`src/rtl/fpu_result_collector_if.sv`:
```
// Result stream from the collector FIFO head to a stallable consumer.
// master drives data/valid/class flags, slave returns ready.
interface fpu_result_collector_if;
  logic [15:0] out_data;
  logic        out_valid;
  logic        out_ready;
  logic        out_is_nan;
  logic        out_is_inf;

  modport master (
    output out_data,
    output out_valid,
    output out_is_nan,
    output out_is_inf,
    input  out_ready
  );

  modport slave (
    input  out_data,
    input  out_valid,
    input  out_is_nan,
    input  out_is_inf,
    output out_ready
  );
endinterface

```
`src/rtl/fpu_result_collector.sv`:
```
// Reassembles two-beat FPU result frames into binary16 words and queues
// them in a FWFT FIFO.
//
// Ports:
//   clock, reset      rising-edge clock, sync active-high reset
//   res_byte/res_flag serial result byte and valid flag from the FPU
//   out (master)      FIFO head: data, valid, ready, nan/inf class
//   level             current FIFO occupancy (0..DEPTH)
//   overflow          sticky: a completed word was dropped while full
//   frame_err         one-cycle pulse after a frame was aborted
module fpu_result_collector #(
  parameter int DEPTH = 4
) (
  input  logic                     clock,
  input  logic                     reset,
  input  logic [7:0]               res_byte,
  input  logic                     res_flag,
  fpu_result_collector_if.master   out,
  output logic [$clog2(DEPTH):0]   level,
  output logic                     overflow,
  output logic                     frame_err
);

  localparam int AW = $clog2(DEPTH);
  localparam int LW = AW + 1;

  typedef enum logic [1:0] {
    WAIT_LOW,
    IDLE,
    HIGH
  } state_t;

  state_t state_q;
  state_t state_d;

  logic [7:0]    lo_q;
  logic          lo_ld;
  logic          push;
  logic          abort;
  logic [15:0]   word_d;

  logic [15:0]   mem [DEPTH];
  logic [AW-1:0] wr_ptr;
  logic [AW-1:0] rd_ptr;
  logic [LW-1:0] cnt_q;
  logic          ovf_q;
  logic          err_q;

  logic          empty;
  logic          full;
  logic          pop;
  logic          do_push;
  logic          drop;
  logic [15:0]   head;
  logic [4:0]    head_exp;

  // Frame assembler. WAIT_LOW guarantees we never start
  // capturing in the middle of a frame.
  always_comb begin
    state_d = state_q;
    lo_ld   = 1'b0;
    push    = 1'b0;
    abort   = 1'b0;
    unique case (state_q)
      WAIT_LOW: begin
        if (!res_flag) state_d = IDLE;
      end
      IDLE: begin
        if (res_flag) begin
          lo_ld   = 1'b1;
          state_d = HIGH;
        end
      end
      HIGH: begin
        if (res_flag) begin
          push    = 1'b1;
          state_d = WAIT_LOW;
        end else begin
          abort   = 1'b1;
          state_d = IDLE;
        end
      end
      default: state_d = WAIT_LOW;
    endcase
  end

  assign word_d = {res_byte, lo_q};

  assign empty = (cnt_q == '0);
  assign full  = (cnt_q == LW'(DEPTH));
  assign pop   = !empty && out.out_ready;

  // A push into a full FIFO only lands if the head
  // leaves in the same cycle.
  assign do_push = push && (!full || pop);
  assign drop    = push && full && !pop;

  always_ff @(posedge clock) begin
    if (reset) begin
      state_q <= WAIT_LOW;
      lo_q    <= '0;
      wr_ptr  <= '0;
      rd_ptr  <= '0;
      cnt_q   <= '0;
      ovf_q   <= 1'b0;
      err_q   <= 1'b0;
    end else begin
      state_q <= state_d;
      if (lo_ld) lo_q <= res_byte;
      if (do_push) wr_ptr <= wr_ptr + AW'(1);
      if (pop) rd_ptr <= rd_ptr + AW'(1);
      unique case ({do_push, pop})
        2'b10:   cnt_q <= cnt_q + LW'(1);
        2'b01:   cnt_q <= cnt_q - LW'(1);
        default: cnt_q <= cnt_q;
      endcase
      if (drop) ovf_q <= 1'b1;
      err_q <= abort;
    end
  end

  // Storage carries no reset; the head is masked
  // while the FIFO is empty.
  always_ff @(posedge clock) begin
    if (do_push) mem[wr_ptr] <= word_d;
  end

  assign head     = mem[rd_ptr];
  assign head_exp = head[14:10];

  assign out.out_valid  = !empty;
  assign out.out_data   = empty ? 16'h0000 : head;
  assign out.out_is_nan = !empty && (&head_exp) && (|head[9:0]);
  assign out.out_is_inf = !empty && (&head_exp) && !(|head[9:0]);

  assign level     = cnt_q;
  assign overflow  = ovf_q;
  assign frame_err = err_q;

endmodule

```
`src/flat_wrapper.sv`:
```
// flat-port wrapper written by rule: the top's interface ports become plain ports
module fpu_result_collector_flat 
#(
  parameter int DEPTH = 4
)
  (clock, reset, res_byte, res_flag, level, overflow, frame_err, out_out_data, out_out_valid, out_out_is_nan, out_out_is_inf, out_out_ready);
  fpu_result_collector_if out_i ();
  input  logic clock;
  input  logic reset;
  input  logic [7:0] res_byte;
  input  logic res_flag;
  output logic [$clog2(DEPTH):0] level;
  output logic overflow;
  output logic frame_err;
  output wire logic [$bits(out_i.out_data)-1:0] out_out_data;
  output wire logic [$bits(out_i.out_valid)-1:0] out_out_valid;
  output wire logic [$bits(out_i.out_is_nan)-1:0] out_out_is_nan;
  output wire logic [$bits(out_i.out_is_inf)-1:0] out_out_is_inf;
  input wire logic [$bits(out_i.out_ready)-1:0] out_out_ready;
  assign out_out_data = out_i.out_data;
  assign out_out_valid = out_i.out_valid;
  assign out_out_is_nan = out_i.out_is_nan;
  assign out_out_is_inf = out_i.out_is_inf;
  assign out_i.out_ready = out_out_ready;
  fpu_result_collector #(.DEPTH(DEPTH)) u_core (.clock(clock), .reset(reset), .res_byte(res_byte), .res_flag(res_flag), .out(out_i), .level(level), .overflow(overflow), .frame_err(frame_err));
endmodule
```
`config.mk`:
```
export PLATFORM = sky130hd
export DESIGN_NAME = fpu_result_collector_flat
export DESIGN_NICKNAME = d
export VERILOG_FILES = /design/src/rtl/fpu_result_collector_if.sv /design/src/rtl/fpu_result_collector.sv /design/src/flat_wrapper.sv
export SDC_FILE = /design/constraint.sdc
export NUM_CORES = 1
export LEC_CHECK = 0
export CAP_MARGIN = 20
export CELL_PAD_IN_SITES_DETAIL_PLACEMENT = 1
export CELL_PAD_IN_SITES_GLOBAL_PLACEMENT = 1
export CORE_AREA = 4 4 87 89
export CTS_CLUSTER_DIAMETER = 50
export DETAILED_ROUTE_END_ITERATION = 12
export DIE_AREA = 0 0 91 93
export PLACE_DENSITY_LB_ADDON = 0.1
export SLEW_MARGIN = 20
export SYNTH_ARGS = -nofsm -noshare
export SYNTH_HDL_FRONTEND = slang
export SYNTH_SLANG_ARGS = --single-unit
export TNS_END_PERCENT = 50
```
`constraint.sdc`:
```
create_clock -name clock -period 6.7 [get_ports clock]
set_clock_uncertainty 0.2 [all_clocks]
set_input_delay 0.67 -clock clock [delete_from_list [all_inputs] [get_ports clock]]
set_output_delay 0.67 -clock clock [all_outputs]
set_load 0.005 [all_outputs]
```
After elaboration in Yosys (flattened, before gate mapping)
Memories as Yosys holds them, arrays and structs flattened. A register that Yosys moved wholly into a read port is not among the register bits.
Cells that the tools add are included.
Word-level totals
  register bits: 19
  RAM bits: 64
  memories kept: 1
Operators by class
  $add $sub $neg: 4
  equality and inequality tests: 7
  multiplexer cells: 14
  bitwise logic cells: 1
  reduce and logical (&&, ||, !) cells: 19
Memories
  u_core.mem: words 4, width 16, rd ports 1, clocked after memory_dff 1, wr ports 1, line fpu_result_collector.sv:42  | logic [15:0] mem [DEPTH];
Operators with widths (count)
  $mux 16: 1
  $reduce_or 10->1: 1
  $mux 2: 4
  $logic_and 1x1->1: 7
  $mux 1: 7
  $pmux 2 s3: 1
  $pmux 3 s2: 1
  $reduce_and 5->1: 1
  $add 2x1->2 const B: 2
  $eq 2x1->1 const B: 2
  $eq 2x2->1 const B: 2
  $logic_not 1->1: 4
  $ne 2x2->1 const B: 2
  $add 3x1->3 const B: 1
  $eq 3x3->1 const B: 1
  $logic_not 3->1: 1
  $sub 3x1->3 const B: 1
  $logic_not 2->1: 1
  $reduce_and 2->1: 1
  $reduce_bool 2->1: 1
  $reduce_or 2->1: 1
  $logic_or 1x1->1: 1
  $not 1->1: 1

Logic depth before layout (Yosys ltp)
Gate-level depths: netlist (run 1).
  word-level depth: 7
  gate-level depth with buffers: 10
  mapped depth without buffers: 9

Worst setup path after synthesis (run 1)
Ideal clock, no wire load.
  path type: input to register
  start point: in out_out_ready
  end point: reg u_core.cnt_q[2] (netlist: u_core.level[2])
  setup time: 71 ps
  data arrival time: 2508 ps
  data required time: 6429 ps
  slack: 3921 ps
  cell stages on the path: 10
  cell sequence: nor4b_1 -> and3b_1 -> clkbuf_1 -> inv_2 -> ha_1 -> inv_1 -> fa_1 -> xor2_1 -> or3_1 -> a21oi_1
On the way
  word-level cells in the longest chain between the ends: 5
  elaborated cells on any way between the ends: 7
Ends and longest elaborated chain
  start: declaration: line flat_wrapper.sv:19  | input wire logic [$bits(out_i.out_ready)-1:0] out_out_ready;
  $logic_and 1x1->1 *: line fpu_result_collector.sv:91  | assign pop = !empty && out.out_ready;
  $logic_or 1x1->1: line fpu_result_collector.sv:95  | assign do_push = push && (!full || pop);
  $logic_and 1x1->1: line fpu_result_collector.sv:95
  $eq 2x1->1 / $eq 2x2->1 (equally long branches): line fpu_result_collector.sv:112  | unique case ({do_push, pop})
  $pmux 3 s2 / $reduce_bool 2->1 (equally long branches)
  end signal: assignment: line fpu_result_collector.sv:113  | 2'b10: cnt_q <= cnt_q + LW'(1);
  end signal: assignment: line fpu_result_collector.sv:114  | 2'b01: cnt_q <= cnt_q - LW'(1);
  end signal: assignment: line fpu_result_collector.sv:115  | default: cnt_q <= cnt_q;
  end: declaration: line fpu_result_collector.sv:45  | logic [LW-1:0] cnt_q;
Mark *: on every way between the ends. The rest lies on a longest branch, timed or not.
A chain may end at the register's enable or synchronous reset.

==> results of run 1 <==
==> logic make-up after synthesis <==
group | Yosys count
flip-flops | 85
AND/OR/NAND/NOR | 55
multiplexers | 25
buffers and inverters | 17
adder cells (fa/ha/maj) | 6
AO/OA/AOI/OAI | 5
XOR/XNOR | 5
==> flip-flops by register name, summed over array words and instances, names as in the netlist, named ones only <==
register	cells
u_core.rd_ptr	2
u_core.overflow	1
u_core.frame_err	1
u_core.wr_ptr	2
u_core.state_q	2
u_core.level	3
u_core.mem	64
u_core.lo_q	8
==> final cells by class <==
type	instances	area [um2]	share of cell area
Clock buffer	10	128	0.0320
Clock inverter	6	87.6	0.0219
Inverter	7	26.3	0.00658
Multi-Input combinational cell	96	942	0.236
Sequential cell	85	2340	0.587
Tap cell	80	100	0.0251
Timing Repair Buffer	37	365	0.0915
==> worst register-to-register path: cells and delay by family (launching register included) <==
family          cells  cell delay (ps)
simple gates        3             1190
fa+ha+maj           2              550
flops               1              360
xor+xnor            1              160
buf+inv             2              150
compound gates      1              150
==> power by group through the flow <==
stage / clock [mW] / combinational, mW / sequential (mW)
2_1_floorplan: 0 / 0.0228 / 0.582
3_3_place_gp: 0 / 0.0425 / 0.582
3_5_place_dp: 0 / 0.0449 / 0.583
4_1_cts: 0.394 / 0.0455 / 0.571
5_1_grt: 0.424 / 0.0485 / 0.571
6_report: 0.388 / 0.0444 / 0.571
==> metrics by stage <==
step / instances / cell area (um2)
floorplan: 198 / 3370
global placement: 305 / 3780
detailed placement: 305 / 3780
CTS: 321 / 3990
global route: 321 / 3990
finish: 321 / 3990
==> metal layers <==
layer,up-vias,part of all wire,global-route usage
met1,935,0.42,0.224
met5,-,0,0
li1,815,-,-
met2,33,0.53,0.311
met3,11,0.033,0.0459
met4,0,0.018,0.0791
==> cells in the final DEF (no fill, tap or decap), types with 2 or more instances in the layout <==
cell / n
bufinv_16: 2
a21oi_1: 2
mux2i_1: 9
xor2_1: 3
nor4_2: 3
mux4_1: 4
clkbuf_8: 9
dfxtp_1: 21
edfxtp_1: 64
clkinvlp_4: 3
nor2_1: 19
buf_4: 2
nand2_1: 3
or3_1: 2
xnor2_1: 2
clkdlybuf4s50_1: 35
mux4_2: 12
inv_1: 6
ha_1: 5
and2_1: 20
nand3_1: 2
==> worst min-delay path by stage <==
| stage | startpoint | to | slack, ps | depth (start not counted) |
|---|---|---|---|---|
| after floorplan | u_core.state_q[1] | u_core.state_q[0] | 220 | 1 |
| after global placement | u_core.state_q[1] | u_core.state_q[0] | 230 | 1 |
| after detailed placement | u_core.state_q[1] | u_core.state_q[0] | 270 | 1 |
| after CTS | u_core.state_q[1] | u_core.state_q[0] | 290 | 1 |
| after global routing | u_core.state_q[1] | u_core.state_q[0] | 320 | 1 |
| final | u_core.state_q[1] | u_core.state_q[0] | 280 | 1 |
==> flow_summary.toml, run 1 <==
[status]
status = "complete, no violations"

[pwr]
pwr-share-seq = 0.569
p_clk_frac = 0.387
p_int_mw = 0.799
p_comb_frac = 0.044
swShare = 0.204
total_power_mw = 1.00
p_per_area_nw_per_um2 = 251
p_leak_nw = 1.37
switching_power_mw = 0.204
peakVddDrop_v = 0.000165

[synth]
synth-async-reset-ratio = 0
yosys-top-cells-area = "edfxtp_1, dfxtp_1, mux4_2"
synth_top_area_cell = "edfxtp_1"
synth_top_family_by_area = "multiplexers"
syn-num-nets = 216
synth_top_area_share = 0.570
ys_ff_latch = 85
seq_area_frac_synth = 0.694
synthCells = 198
synth-compound-area-share = 0.00853
synth_commonest_cells = "edfxtp_1, dfxtp_1, and2_1"
yosys-mux-area-fraction = 0.138
synth.distinct_cells = 31
synth_most_common_cell = "edfxtp_1"
synth.cell_area_um2 = 3370
synth_fa_ha_area_frac = 0.0245
synth_edf_count = 64
synth_xor_area_frac = 0.0130
synth-main-ff-cell = "edfxtp_1"
syn_area_per_cell_um2 = 17.0
synth-simple-area-share = 0.0953
ys_warn_count = 0

[routing]
vias = 1794
final_antenna_net_count = 0
firstDrtPassIters = 4
first_iter_violations = 102
viasPerCell = 5.59
routed_wl_mm = 7.20
drc_errors = 0
post_drt_wl_per_cell_um = 22.4

[die]
die_w_um = 91
io_pins = 36
row_count = 30
die_y_um = 93
fp.coreArea_um2 = 6760
start_util = 0.499
dieArea_um2 = 8460

[setup_path]
critPathArrivalTime_ps = 2970
max_stage_delay_ps = 880
r2r-end = "u_core.level[2]"
crit_cells = 5
r2r_cells = 9
crit_family = "flip-flops"
required_ps = 5830
worst-path-max-fanout = 16
rrSetupSlack_ps = 3850
cp_slowest_cell = "dfxtp_1"
crit_type = "flop to output port"
end_kind = "output port"
cpMostUsedCell = "nor4_2"
crit_path_end = "out_out_is_inf"
r2r-start = "u_core.level[0]"
worstPathCellList = "mux4_2 -> nor4_2 -> nand3_1 -> nor4_2 -> clkdlybuf4s50_1"
start_kind = "flop"
worst-path-buf-inv = 1

[sta]
finalHoldViolations = 0
max_freq_ghz = 0.260
hold_slack_ps = 283
worst_slack_ps = 2860
fin_crit_ps = 3840
setup_tns_ps = 0
rsz0062_at_grt = "false"
maxSlewViolCount = 0
max_slew_margin = 0.383
tightest_slew_ps = 923
setup_viol = 0
finalCritPeriodShare = 0.573

[clock_tree]
post_cts.resized_instances = 0
root_buffer = "clkbuf_8"
insertion_delay_ps = 350
ctsHoldBuffers = 0
post_cts_buffers = 0
cts.path.max_buffers = 2
cts.reportedPaths.clkPinSlew_ps = 90
cts_tree = "done"
cts.sinks = 85
htreeDepth = 3
cts_made_buffers = 9

[final_layout]
final_nets = 254
layout-drive-gt1-share = 0.141
n_fill_cell = 630
antennaDiodeCount = 0
post-route-util = 0.591
area_growth_pct = 18.3

[placed_design]
preCtsSetupSlack_ps = 3130
gp_congestion = 0.702
dpl.hpwl_mm = 4.60
numPortBuffers = 35

[job]
cap_violations = 0

[global_route]
grt_pass1_wl_mm = 11.2
grt_max_degree = 21
grt-ovfl-total = 0
antenna_found_initial = 0
track_usage = 0.183
grt_pass1_vias = 1974

[min_path]
hold_path_class = "flop to flop"
Power figures use the tool's default switching activity.
==> run 2: changes to the inputs <==
- CORE_AREA: 4 4 87 89 -> 4 4 90 92
- DIE_AREA: 0 0 91 93 -> 0 0 94 96
- clock period: 6.7 -> 3.6 ns (I/O delays scaled with it)
==> flow_summary.toml, run 2 (synthesis gave the netlist of run 1 again) <==
[final_layout]
largest_reg_flops = 64
final_nets = 260
n_fill_cell = 693
layoutNonFillerInstCount = 346
mostFrequentLayoutCell = "edfxtp_1"
top_register = "u_core.mem"
layout-drive-gt1-share = 0.154
antennaDiodeCount = 0
area_growth_pct = 19.4
layout_common_cells = "edfxtp_1, clkdlybuf4s50_1, dfxtp_1, and2_1, nor2_1"

[pwr]
p_leak_nw = 1.40
p_per_area_nw_per_um2 = 439
peakVddDrop_v = 0.000214

[routing]
routed_wl_mm = 6.50
vias = 1759
final_antenna_net_count = 0
first_iter_violations = 69
post_drt_wl_per_cell_um = 18.8
viasPerCell = 5.08
firstDrtPassIters = 4
drc_errors = 0

[clock_tree]
post_cts_buffers = 0
cts_made_buffers = 9
root_buffer = "clkbuf_8"
cts_tree = "done"
cts.reportedPaths.clkPinSlew_ps = 80
cts.path.max_buffers = 2
ctsHoldBuffers = 0
insertion_delay_ps = 340
htreeDepth = 3
post_cts.resized_instances = 0
cts.sinks = 85

[setup_path]
worst-path-max-fanout = 16
end_kind = "output port"
r2r-end = "u_core.level[2]"
crit_family = "buffers and inverters"
cpMostUsedCell = "nor4_2"
r2r_cells = 9
max_stage_delay_ps = 650
cp_slowest_cell = "mux4_1"
crit_type = "flop to output port"
worst-path-buf-inv = 2
worstPathCellList = "buf_4 -> mux4_1 -> nor4_2 -> nand3_1 -> nor4_2 -> clkdlybuf4s50_1"
start_kind = "flop"
r2r-start = "u_core.level[0]"
rrSetupSlack_ps = 950
critPathArrivalTime_ps = 2690
required_ps = 3040

[die]
dieArea_um2 = 9020
io_pins = 36
die_y_um = 96
row_count = 31
fp.coreArea_um2 = 7210
start_util = 0.468
die_w_um = 94

[min_path]
holdPathStages = 1
hold-path-endpoint = "u_core.state_q[0]"
hold_path_class = "flop to flop"
hold_start = "u_core.state_q[1]"

[global_route]
grt_max_degree = 21
grt_pass1_vias = 1967
track_usage = 0.159
antenna_found_initial = 0
grt_pass1_wl_mm = 10.4
grt-ovfl-total = 0

[placed_design]
numPortBuffers = 35
dp.cells = 330
gp_congestion = 0.773
dpl.hpwl_mm = 4.50

[sta]
finalHoldViolations = 0
maxSlewViolCount = 0
finalCritPeriodShare = 0.902
setup_tns_ps = 0
tightest_slew_ps = 784
setup_viol = 0
fin_crit_ps = 3250
max_slew_margin = 0.476
max_freq_ghz = 0.308
rsz0062_at_grt = "false"

[job]
cap_violations = 0

[status]
status = "complete, no violations"
[run 2: layout make-up]
| cell class | instances | area (um2) | share of cell area |
|---|---|---|---|
| Tap cell | 99 | 124 | 0.0308 |
| Timing Repair Buffer | 43 | 410 | 0.102 |
| Inverter | 7 | 26.3 | 0.00652 |
| Multi-Input combinational cell | 96 | 942 | 0.234 |
| Sequential cell | 85 | 2340 | 0.582 |
| Clock buffer | 10 | 128 | 0.0317 |
| Clock inverter | 6 | 55.1 | 0.0137 |
[run 2: through the flow]
stage | area (um2) | power [mW] | setup WS [ps] | util | hold WS (ps)
2_1_floorplan | 3370 | 1.13 | 1100 | - | 216
3_3_place_gp | 3840 | 1.16 | 652 | 0.533 | 242
3_5_place_dp | 3840 | 1.17 | 548 | 0.533 | 267
4_1_cts | 4030 | 1.79 | 289 | 0.558 | 288
5_1_grt | 4030 | 1.84 | 140 | 0.558 | 305
6_report | 4030 | 1.77 | 353 | 0.558 | 283
[run 2: worst register-to-register path, delay by kind of cell (launching register included)]
kind,cells,cell delay (ps)
AOI/OAI and AO/OA,1,150
xor gates and xnor gates,1,160
adders and majority gates,2,540
buffers and inverters,2,130
DFF,1,370
and+or+nand+nor,3,1020
[run 2: how the worst max path moves through the flow]
stage          cells after the start  slack, ps               to
2_1_floorplan                     10       1100  u_core.level[2]
3_3_place_gp                      10        650  u_core.level[2]
3_5_place_dp                      10        550  u_core.level[2]
4_1_cts                            6        290   out_out_is_inf
5_1_grt                            6        140   out_out_is_inf
6_report                           6        350   out_out_is_inf
[run 2: per-layer routing]
metal	routed length [um]	vias to the layer above	GRT usage
met5	0	-	0
met2	3290	56	0.277
li1	-	824	-
met4	77	0	0.0578
met3	350	8	0.0383
met1	2780	871	0.195
[run 2: power breakdown]
group	switching (mW)	internal, mW	total, mW	leakage, nW
registers	0.00670	1.06	1.06	0.767
clock network	0.313	0.314	0.626	0.0911
logic	0.0384	0.0422	0.0807	0.537
==> run 3: changes to the inputs <==
- CAP_MARGIN: 20 -> default
==> results of run 3 <==
No change in the layout: final DEF, timing and power equal those of run 2.
